**src/rtl/eth_pkg.sv**
```systemverilog
// Shared Ethernet/MII definitions for the TX path: wire constants and the
// MII TX framer state encoding.
package eth_pkg;

  localparam logic [3:0] MII_PREAMBLE_NIBBLE   = 4'h5;
  localparam logic [7:0] ETH_SFD               = 8'hD5;
  localparam int         ETH_DEFAULT_IFG_BYTES = 12;

  typedef enum logic [2:0] {
    S_IDLE     = 3'd0,
    S_PREAMBLE = 3'd1,
    S_DATA_LO  = 3'd2,
    S_DATA_HI  = 3'd3,
    S_UNDERRUN = 3'd4,
    S_DRAIN    = 3'd5,
    S_IFG      = 3'd6
  } mii_tx_state_t;

  // Larger of two integers, used to size the shared nibble counter.
  function automatic int eth_max(input int a, input int b);
    return (a > b) ? a : b;
  endfunction

endpackage

```
**src/rtl/mii_tx_framer.sv**
```systemverilog
// MII transmit framer: byte-wide AXI-stream frame (FCS already appended) in,
// preamble + SFD + data nibbles (low nibble first) out, followed by the
// inter-frame gap. An upstream stall mid-frame is signalled with a single
// tx_er nibble, after which the rest of the frame is discarded.
// Optional build macro MII_TX_FRAMER_STATS_EN adds saturating frame_count
// and underrun_count outputs.
module mii_tx_framer
  import eth_pkg::*;
#(
  parameter int PREAMBLE_BYTES = 7,
  parameter int IFG_BYTES      = ETH_DEFAULT_IFG_BYTES
) (
  input  logic        clock,
  input  logic        aresetn,
  input  logic [7:0]  saxis_tdata,
  input  logic        saxis_tvalid,
  output logic        saxis_tready,
  input  logic        saxis_tuser,
  input  logic        saxis_tlast,
  output logic [3:0]  mii_txd,
  output logic        mii_tx_en,
  output logic        mii_tx_er
`ifdef MII_TX_FRAMER_STATS_EN
  ,
  output logic [31:0] frame_count,
  output logic [15:0] underrun_count
`endif
);

  localparam int CNT_W = $clog2(2 * eth_max(PREAMBLE_BYTES + 1, IFG_BYTES) + 1);
  localparam logic [CNT_W-1:0] CNT_ZERO = {CNT_W{1'b0}};
  localparam logic [CNT_W-1:0] CNT_ONE  = CNT_W'(1);
  localparam logic [CNT_W-1:0] PRE_LOAD = CNT_W'(2 * PREAMBLE_BYTES + 1);
  // The IDLE cycle that samples tvalid is the last cycle of the gap, so the
  // IFG state itself holds one cycle less than the full gap.
  localparam logic [CNT_W-1:0] IFG_LOAD = CNT_W'(2 * IFG_BYTES - 2);

  mii_tx_state_t    state_q, state_d;
  logic [CNT_W-1:0] cnt_q, cnt_d;
  logic [7:0]       hold_q, hold_d;
  logic             last_q, last_d;
  logic             err_q, err_d;
  logic [3:0]       txd_q, txd_d;
  logic             tx_en_q, tx_en_d;
  logic             tx_er_q, tx_er_d;
  logic             tready_q, tready_d;
  logic             hs_s;

  assign hs_s = saxis_tvalid & tready_q;

  // Next-state, counter and hold-register logic.
  always_comb begin
    state_d = state_q;
    cnt_d   = cnt_q;
    hold_d  = hold_q;
    last_d  = last_q;
    err_d   = err_q;
    case (state_q)
      S_IDLE: begin
        if (saxis_tvalid) begin
          state_d = S_PREAMBLE;
          cnt_d   = PRE_LOAD;
        end else begin
          state_d = S_IDLE;
        end
      end
      S_PREAMBLE: begin
        if (cnt_q != CNT_ZERO) begin
          cnt_d = cnt_q - CNT_ONE;
        end else if (hs_s) begin
          hold_d  = saxis_tdata;
          last_d  = saxis_tlast;
          err_d   = saxis_tuser;
          state_d = S_DATA_LO;
          cnt_d   = CNT_ZERO;
        end else begin
          state_d = S_UNDERRUN;
          cnt_d   = CNT_ZERO;
        end
      end
      S_DATA_LO: begin
        state_d = S_DATA_HI;
      end
      S_DATA_HI: begin
        if (last_q) begin
          state_d = S_IFG;
          cnt_d   = IFG_LOAD;
        end else if (hs_s) begin
          hold_d  = saxis_tdata;
          last_d  = saxis_tlast;
          err_d   = saxis_tuser;
          state_d = S_DATA_LO;
        end else begin
          state_d = S_UNDERRUN;
        end
      end
      S_UNDERRUN: begin
        state_d = S_DRAIN;
      end
      S_DRAIN: begin
        if (hs_s && saxis_tlast) begin
          state_d = S_IFG;
          cnt_d   = IFG_LOAD;
        end else begin
          state_d = S_DRAIN;
        end
      end
      S_IFG: begin
        if (cnt_q == CNT_ZERO) begin
          state_d = S_IDLE;
        end else begin
          cnt_d = cnt_q - CNT_ONE;
        end
      end
      default: begin
        state_d = S_IDLE;
        cnt_d   = CNT_ZERO;
      end
    endcase
  end

  // Output decode from the upcoming state so every output is a flop.
  always_comb begin
    txd_d    = 4'h0;
    tx_en_d  = 1'b0;
    tx_er_d  = 1'b0;
    tready_d = 1'b0;
    case (state_d)
      S_PREAMBLE: begin
        tx_en_d  = 1'b1;
        tready_d = (cnt_d == CNT_ZERO);
        if (cnt_d == CNT_ZERO) begin
          txd_d = ETH_SFD[7:4];
        end else if (cnt_d == CNT_ONE) begin
          txd_d = ETH_SFD[3:0];
        end else begin
          txd_d = MII_PREAMBLE_NIBBLE;
        end
      end
      S_DATA_LO: begin
        tx_en_d = 1'b1;
        txd_d   = hold_d[3:0];
        tx_er_d = last_d & err_d;
      end
      S_DATA_HI: begin
        tx_en_d  = 1'b1;
        txd_d    = hold_d[7:4];
        tx_er_d  = last_d & err_d;
        tready_d = ~last_d;
      end
      S_UNDERRUN: begin
        tx_en_d = 1'b1;
        tx_er_d = 1'b1;
      end
      S_DRAIN: begin
        tready_d = 1'b1;
      end
      default: begin
        txd_d = 4'h0;
      end
    endcase
  end

  // State, datapath and output registers with synchronous reset.
  always_ff @(posedge clock) begin
    if (!aresetn) begin
      state_q  <= S_IDLE;
      cnt_q    <= CNT_ZERO;
      hold_q   <= 8'h00;
      last_q   <= 1'b0;
      err_q    <= 1'b0;
      txd_q    <= 4'h0;
      tx_en_q  <= 1'b0;
      tx_er_q  <= 1'b0;
      tready_q <= 1'b0;
    end else begin
      state_q  <= state_d;
      cnt_q    <= cnt_d;
      hold_q   <= hold_d;
      last_q   <= last_d;
      err_q    <= err_d;
      txd_q    <= txd_d;
      tx_en_q  <= tx_en_d;
      tx_er_q  <= tx_er_d;
      tready_q <= tready_d;
    end
  end

  assign mii_txd      = txd_q;
  assign mii_tx_en    = tx_en_q;
  assign mii_tx_er    = tx_er_q;
  assign saxis_tready = tready_q;

`ifdef MII_TX_FRAMER_STATS_EN
  logic [31:0] frame_count_q;
  logic [15:0] underrun_count_q;

  // Saturating counts of completed frames and underrun events.
  always_ff @(posedge clock) begin
    if (!aresetn) begin
      frame_count_q    <= 32'd0;
      underrun_count_q <= 16'd0;
    end else begin
      if ((state_q == S_DATA_HI) && (state_d == S_IFG) && (frame_count_q != 32'hFFFF_FFFF)) begin
        frame_count_q <= frame_count_q + 32'd1;
      end
      if ((state_d == S_UNDERRUN) && (state_q != S_UNDERRUN) && (underrun_count_q != 16'hFFFF)) begin
        underrun_count_q <= underrun_count_q + 16'd1;
      end
    end
  end

  assign frame_count    = frame_count_q;
  assign underrun_count = underrun_count_q;
`endif

endmodule

```
**config.mk**
```make
export PLATFORM = sky130hd
export DESIGN_NAME = mii_tx_framer
export DESIGN_NICKNAME = d
export VERILOG_FILES = /design/src/rtl/eth_pkg.sv /design/src/rtl/mii_tx_framer.sv
export SDC_FILE = /design/constraint.sdc
export NUM_CORES = 1
export LEC_CHECK = 0
export BUFFER_PORTS_ARGS = -buffer_cell sky130_fd_sc_hd__buf_2
export CELL_PAD_IN_SITES_DETAIL_PLACEMENT = 0
export CELL_PAD_IN_SITES_GLOBAL_PLACEMENT = 1
export CORE_MARGIN = 3
export CORE_UTILIZATION = 44
export CTS_CLUSTER_DIAMETER = 60
export CTS_CLUSTER_SIZE = 20
export DETAILED_ROUTE_END_ITERATION = 8
export PLACE_DENSITY_LB_ADDON = 0.1
export SLEW_MARGIN = 10
export SYNTH_ARGS = -nofsm -noshare
export SYNTH_HDL_FRONTEND = slang
export SYNTH_SLANG_ARGS = --single-unit
```
**constraint.sdc**
```tcl
create_clock -name clock -period 5.7 [get_ports clock]
set_input_delay 1.14 -clock clock [delete_from_list [all_inputs] [get_ports clock]]
set_output_delay 1.14 -clock clock [all_outputs]
set_load 0.02 [all_outputs]
```
* Word level (Yosys, flattened, before mapping) *
Cells that the tools add are included.

storage, ports and cells
  flip-flop bits (word level) = 25
  output and inout bits = 7

operators by class
  add/subtract/negate cells = 1
  equality and inequality tests = 11
  multiplexer cells = 31
  bitwise gates (word level) = 3
  reduce and logical (&&, ||, !) cells = 8

operators by type and width
  cell                                                 count
  case mux 5 bit (6 select lines)                      1
  two-way mux 5 bit                                    5
  two-way mux 8 bit                                    3
  case mux 3 bit (7 select lines)                      1
  case mux 8 bit (2 select lines)                      1
  equality test 3 bit, second input constant           5
  equality test 3 x 2 -> 1 bit, second input constant  4
  two-way mux 3 bit                                    4
  case mux 4 bit (3 select lines)                      1
  logical NOT 5 bit                                    2
  two-way mux 1 bit                                    9
  equality test 3 x 1 -> 1 bit, second input constant  2
  case mux 1 bit (2 select lines)                      3
  nonzero test 5 bit                                   1
  subtractor 5 x 1 -> 5 bit, second input constant     1
  two-way mux 4 bit                                    1
  OR reduction 2 bit                                   2
  OR reduction 4 bit                                   1
  logical NOT 3 bit                                    1
  case mux 1 bit (3 select lines)                      1
  bitwise AND 1 bit                                    2
  two-way mux 2 bit                                    1
  logical AND 1 bit                                    1
  inverter 1 bit                                       1

* Longest topological paths before layout *
  depth in word-level cells = 7
  depth in mapped cells = 10
  depth with buffers taken out = 10

* Least setup slack after synthesis *
Ideal clock, no wire load.

  path type = input to register
  start = in saxis_tvalid
  end = reg tx_er_q, in the netlist mii_tx_er
  arrival = 2.878 ns
  data required time = 5.583 ns
  setup slack = 2.705 ns
  stages on the path = 7
  cell sequence = buf_6 -> nand2_1 -> or4_1 -> o2111a_2 -> nor3_4 -> mux2_4 -> a32o_1

on the way
  longest elaborated chain between the ends = 7
  elaborated cells between the ends (all ways) = 23
  classes of those cells = eq/ne: 3; mux: 16; bitwise: 2; reduce/logical: 2

RTL lines
  item                                                           RTL line                                                        RTL
  from (decl)                                                    mii_tx_framer.sv:16                                             input logic saxis_tvalid,
  bitwise AND 1 bit                                              mii_tx_framer.sv:49                                             assign hs_s = saxis_tvalid & tready_q;
  two-way mux 3 bit / logical AND 1 bit (equally long branches)  mii_tx_framer.sv:70, mii_tx_framer.sv:88, mii_tx_framer.sv:101
  two-way mux 3 bit (tied with other cells)                      mii_tx_framer.sv:85                                             if (last_q) begin
  case mux 3 bit (7 select lines)                                mii_tx_framer.sv:58                                             case (state_q)
  equality test 3 x 2 -> 1 bit                                   mii_tx_framer.sv:128                                            case (state_d)
  OR reduction 2 bit (no line)                                   -
  case mux 1 bit (2 select lines) *                              mii_tx_framer.sv:128
  to (signal assigned)                                           mii_tx_framer.sv:184                                            tx_er_q <= tx_er_d;
  to (decl)                                                      mii_tx_framer.sv:45                                             logic tx_er_q, tx_er_d;

Every way passes the cells marked *; elsewhere a longest branch is shown, timed or not.
A chain may end at the register's enable or synchronous reset.

* Worst setup path after layout *
  start = reg cnt_q[1]
  end = reg tx_er_q, in the netlist mii_tx_er

on the way
  longest elaborated chain between the ends = 6
  elaborated cells between the ends (all ways) = 15
  classes of those cells = eq/ne: 3; mux: 8; bitwise: 1; reduce/logical: 3

RTL lines
  item                                                            RTL line                                   RTL
  from (decl)                                                     mii_tx_framer.sv:39                        logic [CNT_W-1:0] cnt_q, cnt_d;
  from (signal assigned)                                          mii_tx_framer.sv:178                       cnt_q <= cnt_d;
  logical NOT 5 bit / nonzero test 5 bit (equally long branches)  mii_tx_framer.sv:109, mii_tx_framer.sv:68
  two-way mux 3 bit, on equally long branches                     mii_tx_framer.sv:109, mii_tx_framer.sv:68
  case mux 3 bit (7 select lines)                                 mii_tx_framer.sv:58
  equality test 3 x 2 -> 1 bit                                    mii_tx_framer.sv:128
  OR reduction 2 bit (no line)                                    -
  case mux 1 bit (2 select lines) *                               mii_tx_framer.sv:128

Marked as above.

==> Implementation_results.wiki <==
{| class="wikitable"
! Metric !! Value
|-
| Actual transition at the worst max-transition pin || between 600 and 700 ps
|-
| # rows || 19
|-
| Worst reg2reg path depth || 9
|-
| Total setup violations reported at the end of the flow || 0
|-
| Total count of hold-check failures in the final report || 0
|-
| Total negative slack for setup checks || 0 ps
|-
| Die Span X || about 60 um
|-
| Final ANT Viol Nets || 0
|-
| Number of warnings reported in the yosys synthesis log || 0
|-
| Global-route wire length before repair || between 4 and 5 mm
|-
| Remaining max-slew budget at the tightest pin || 0.5630
|-
| Placed cell count || 202
|-
| Number of gates resized after CTS || 0
|-
| Average footprint of a synthesized cell || around 8 um2
|-
| Area growth from synthesis to final layout || 6.238%
|-
| Post-synth top area share || 0.3225
|-
| R2R setup slack || between 2000 and 3000 ps
|-
| Overall Power || between 0.3 and 0.4 mW
|-
| Worst-Skew Late Latency || a little under 300 ps
|-
| Maximum resistive drop on vdd || approximately 170 uV
|-
| Routed WL || 3.004 mm
|-
| Final RePlAce weighted congestion || 0.8556
|-
| Flops & latches, synth || 21
|-
| Sequential-to-total area share from yosys stat || 0.3225
|-
| Clock tree sinks || 21
|-
| Worst clock skew || 3.778 ps
|-
| Most frequently used flop master after synthesis || dfxtp_1
|-
| Placed wire-length estimate after detailed placement || around 2.3 mm
|-
| Summed instance area of the synthesized netlist || about 1300 um2
|-
| Setup repair after global routing missed its margin || false
|-
| Clock root buffer || clkbuf_4
|-
| Pwr dens || 288.2 nW/um2
|-
| Detailed-route wire length per cell || 14.58 um
|-
| TritonCTS clock tree || done
|-
| Async set-or-reset flop fraction in the synthesized netlist || 0
|-
| Area fraction in compound gates after synthesis || 0.2351
|-
| Run status || finished clean
|-
| Count of buffers added by post-CTS timing repair for setup || 0
|-
| Top routing layer in use || met4
|-
| First-pass iteration count of the detailed router || 4
|-
| Capturing point of the worst reg2reg path || mii_tx_er$_SDFF_PN0_
|-
| Htree depth || 1
|-
| Number of buffers inserted for hold repair after clock tree synthesis || 0
|-
| Die area || roughly 3700 um2
|-
| Post-DP Area || about 1400 um2
|-
| Path category of the worst min-delay check || reg -> reg
|-
| Aggregate global-route resource usage || 0.1727
|-
| Instance count of the mapped netlist || between 150 and 200
|-
| Via count of the first global-routing pass || around 1000
|-
| Worst Setup Slack, final || 2683 ps
|-
| Initial antenna violation count || 0
|-
| Minimum period implied by the final worst setup slack || around 3000 ps
|-
| Required time reported for the critical path endpoint || 5890 ps
|-
| Share of layout cells above drive strength 1 || 0.2114
|-
| Dominant cell by count in the synthesized netlist || nand2_1
|-
| Largest buffer count on any clock path || 2
|-
| Detailed-route vias per instance || between 5 and 6
|-
| Most used standard cells in the synthesized netlist || nand2_1, dfxtp_1, nor2_1
|-
| Post-detailed-route DRC marker count || 0
|-
| Clock-pin transition on the worst setup and hold timing paths || approximately 110 ps
|-
| Post-synth cell types || 49
|-
| Pin count of the biggest net entering global routing || 23
|-
| Area share of xor/xnor cells in the synthesized design || 0
|-
| Crit path launch type || register
|-
| Adder-cell share of the synthesized area || 0.01919
|-
| Main combinational cell family by area after synthesis || simple AND/OR/NAND/NOR gates
|-
| Global-route congestion overflow total || 0
|-
| Core occupancy in the finished layout || 0.4980
|-
| Share of the clock period used by the worst path after layout || 0.5293
|-
| Iteration-0 DRC Markers || 67
|-
| Final non-filler cell total || slightly above 200
|-
| Smallest hold slack || roughly 480 ps
|-
| Count of flip-flops with a built-in enable after synthesis || 0
|-
| Leakage || 0.5394 nW
|-
| Setup crit end kind || register
|-
| Hold Startpoint || hold_q[7]$_SDFF_PN0_
|-
| Routed vias || 1199
|-
| Port-buffer cells || 19
|-
| Number of buffers created by CTS || 3
|-
| Launch point of the worst reg-to-reg path || cnt_q[1]$_SDFF_PN0_
|-
| Routed length on met1 || 1.359 mm
|-
| Cell type contributing the most total cell area after synthesis || dfxtp_1
|-
| Max frequency || 0.3314 GHz
|-
| Share of synthesized cell area in and, or, nand and nor gates || 0.3157
|-
| Cell depth of the worst hold path || 2
|-
| Mux contribution to synthesized area || 0.02687
|-
| Antenna Cells || 0
|-
| Final std cell area, no fill || approximately 1400 um2
|-
| Pins over their slew limit || 0
|-
| Die Span Y || 60.44 um
|-
| Worst hold endpoint || hold_q[7]$_SDFF_PN0_
|-
| DR WL met3 || roughly 130 um
|-
| Number of maximum-capacitance violations || 0
|-
| Layout fillers || 297
|-
| Largest driver fanout on the critical path || 9
|-
| Arrival time at the worst endpoint || around 3200 ps
|-
| Setup Slack @ Placement || approximately 2500 ps
|-
| Worst setup path category || reg -> reg
|-
| DR WL met2 || 1.491 mm
|-
| Total number of nets in the final design || around 190
|-
| I/O pins || 20
|-
| Area contributors post-synth || dfxtp_1, nand2_1, o21ai_0
|-
| Core area || 2781 um2
|-
| Syn_nets || ~180
|-
| Starting density of the core || 0.4687
|}
[cell families after synthesis]
family | count (synthesis)
and+or+nand+nor | 73
AOI/OAI and AO/OA | 46
DFF | 21
buffers and inverters | 16
muxes | 3
adders and majority gates | 2
[worst max-delay path: stages, from the launching register on]
cell      delay (ps)
dfxtp_1          380
inv_1             70
ha_1             210
nor4b_4          410
inv_2            150
or4_1            520
o2111a_2         220
nor3_4           380
mux2_4           340
a32o_1           240
[placed cells by master, fill, tap and decap left out, drive strengths merged, types with 2 or more instances in the layout]
master / n
nand2: 22
dfxtp: 21
buf: 19
nor2: 15
o21ai: 12
a21oi: 10
inv: 7
nand3: 4
a21boi: 4
nor3: 4
clkbuf: 4
a211oi: 3
nand3b: 3
or2b: 3
nor2b: 3
or4: 3
and2: 3
or2: 2
mux2i: 2
o2bb2ai: 2
o22ai: 2
a31oi: 2
nor4: 2
ha: 2
or3: 2
[registers in the layout, indices dropped and copies added, names as in the netlist]
signal	flops
cnt_q	5
mii_tx_en	1
state_q	3
err_q	1
mii_txd	4
hold_q	4
saxis_tready	1
mii_tx_er	1
last_q	1
[how the worst max path moves through the flow]
| stage | from | to | slack, ps | cells past startpoint |
|---|---|---|---|---|
| floorplan | saxis_tvalid | mii_tx_er$_SDFF_PN0_ | 2710 | 7 |
| global placement | saxis_tvalid | mii_tx_er$_SDFF_PN0_ | 2530 | 7 |
| detailed placement | saxis_tvalid | mii_tx_er$_SDFF_PN0_ | 2480 | 7 |
| CTS | cnt_q[1]$_SDFF_PN0_ | mii_tx_er$_SDFF_PN0_ | 2650 | 9 |
| global route | cnt_q[1]$_SDFF_PN0_ | mii_tx_er$_SDFF_PN0_ | 2470 | 9 |
| finish | cnt_q[1]$_SDFF_PN0_ | mii_tx_er$_SDFF_PN0_ | 2680 | 9 |
[power breakdown]
| part | switching (mW) | internal, mW |
|---|---|---|
| combinational | 0.0835 | 0.0632 |
| clock | 0.0401 | 0.0272 |
| sequential | 0.0238 | 0.161 |
[layout make-up]
type	instances	area (um2)	share of cell area
Multi-Input combinational cell	124	778.2	0.5619
Sequential cell	21	420.4	0.3035
Timing Repair Buffer	19	95.09	0.06865
Tap cell	31	38.79	0.02800
Clock buffer	4	26.28	0.01897
Inverter	7	26.28	0.01897
[layer usage]
layer,global-route usage,up-vias
met5,0,-
met2,0.2886,33
li1,-,610
met1,0.2320,554
met3,0.01702,2
met4,0.06192,0
Power figures use the tool's default switching activity.
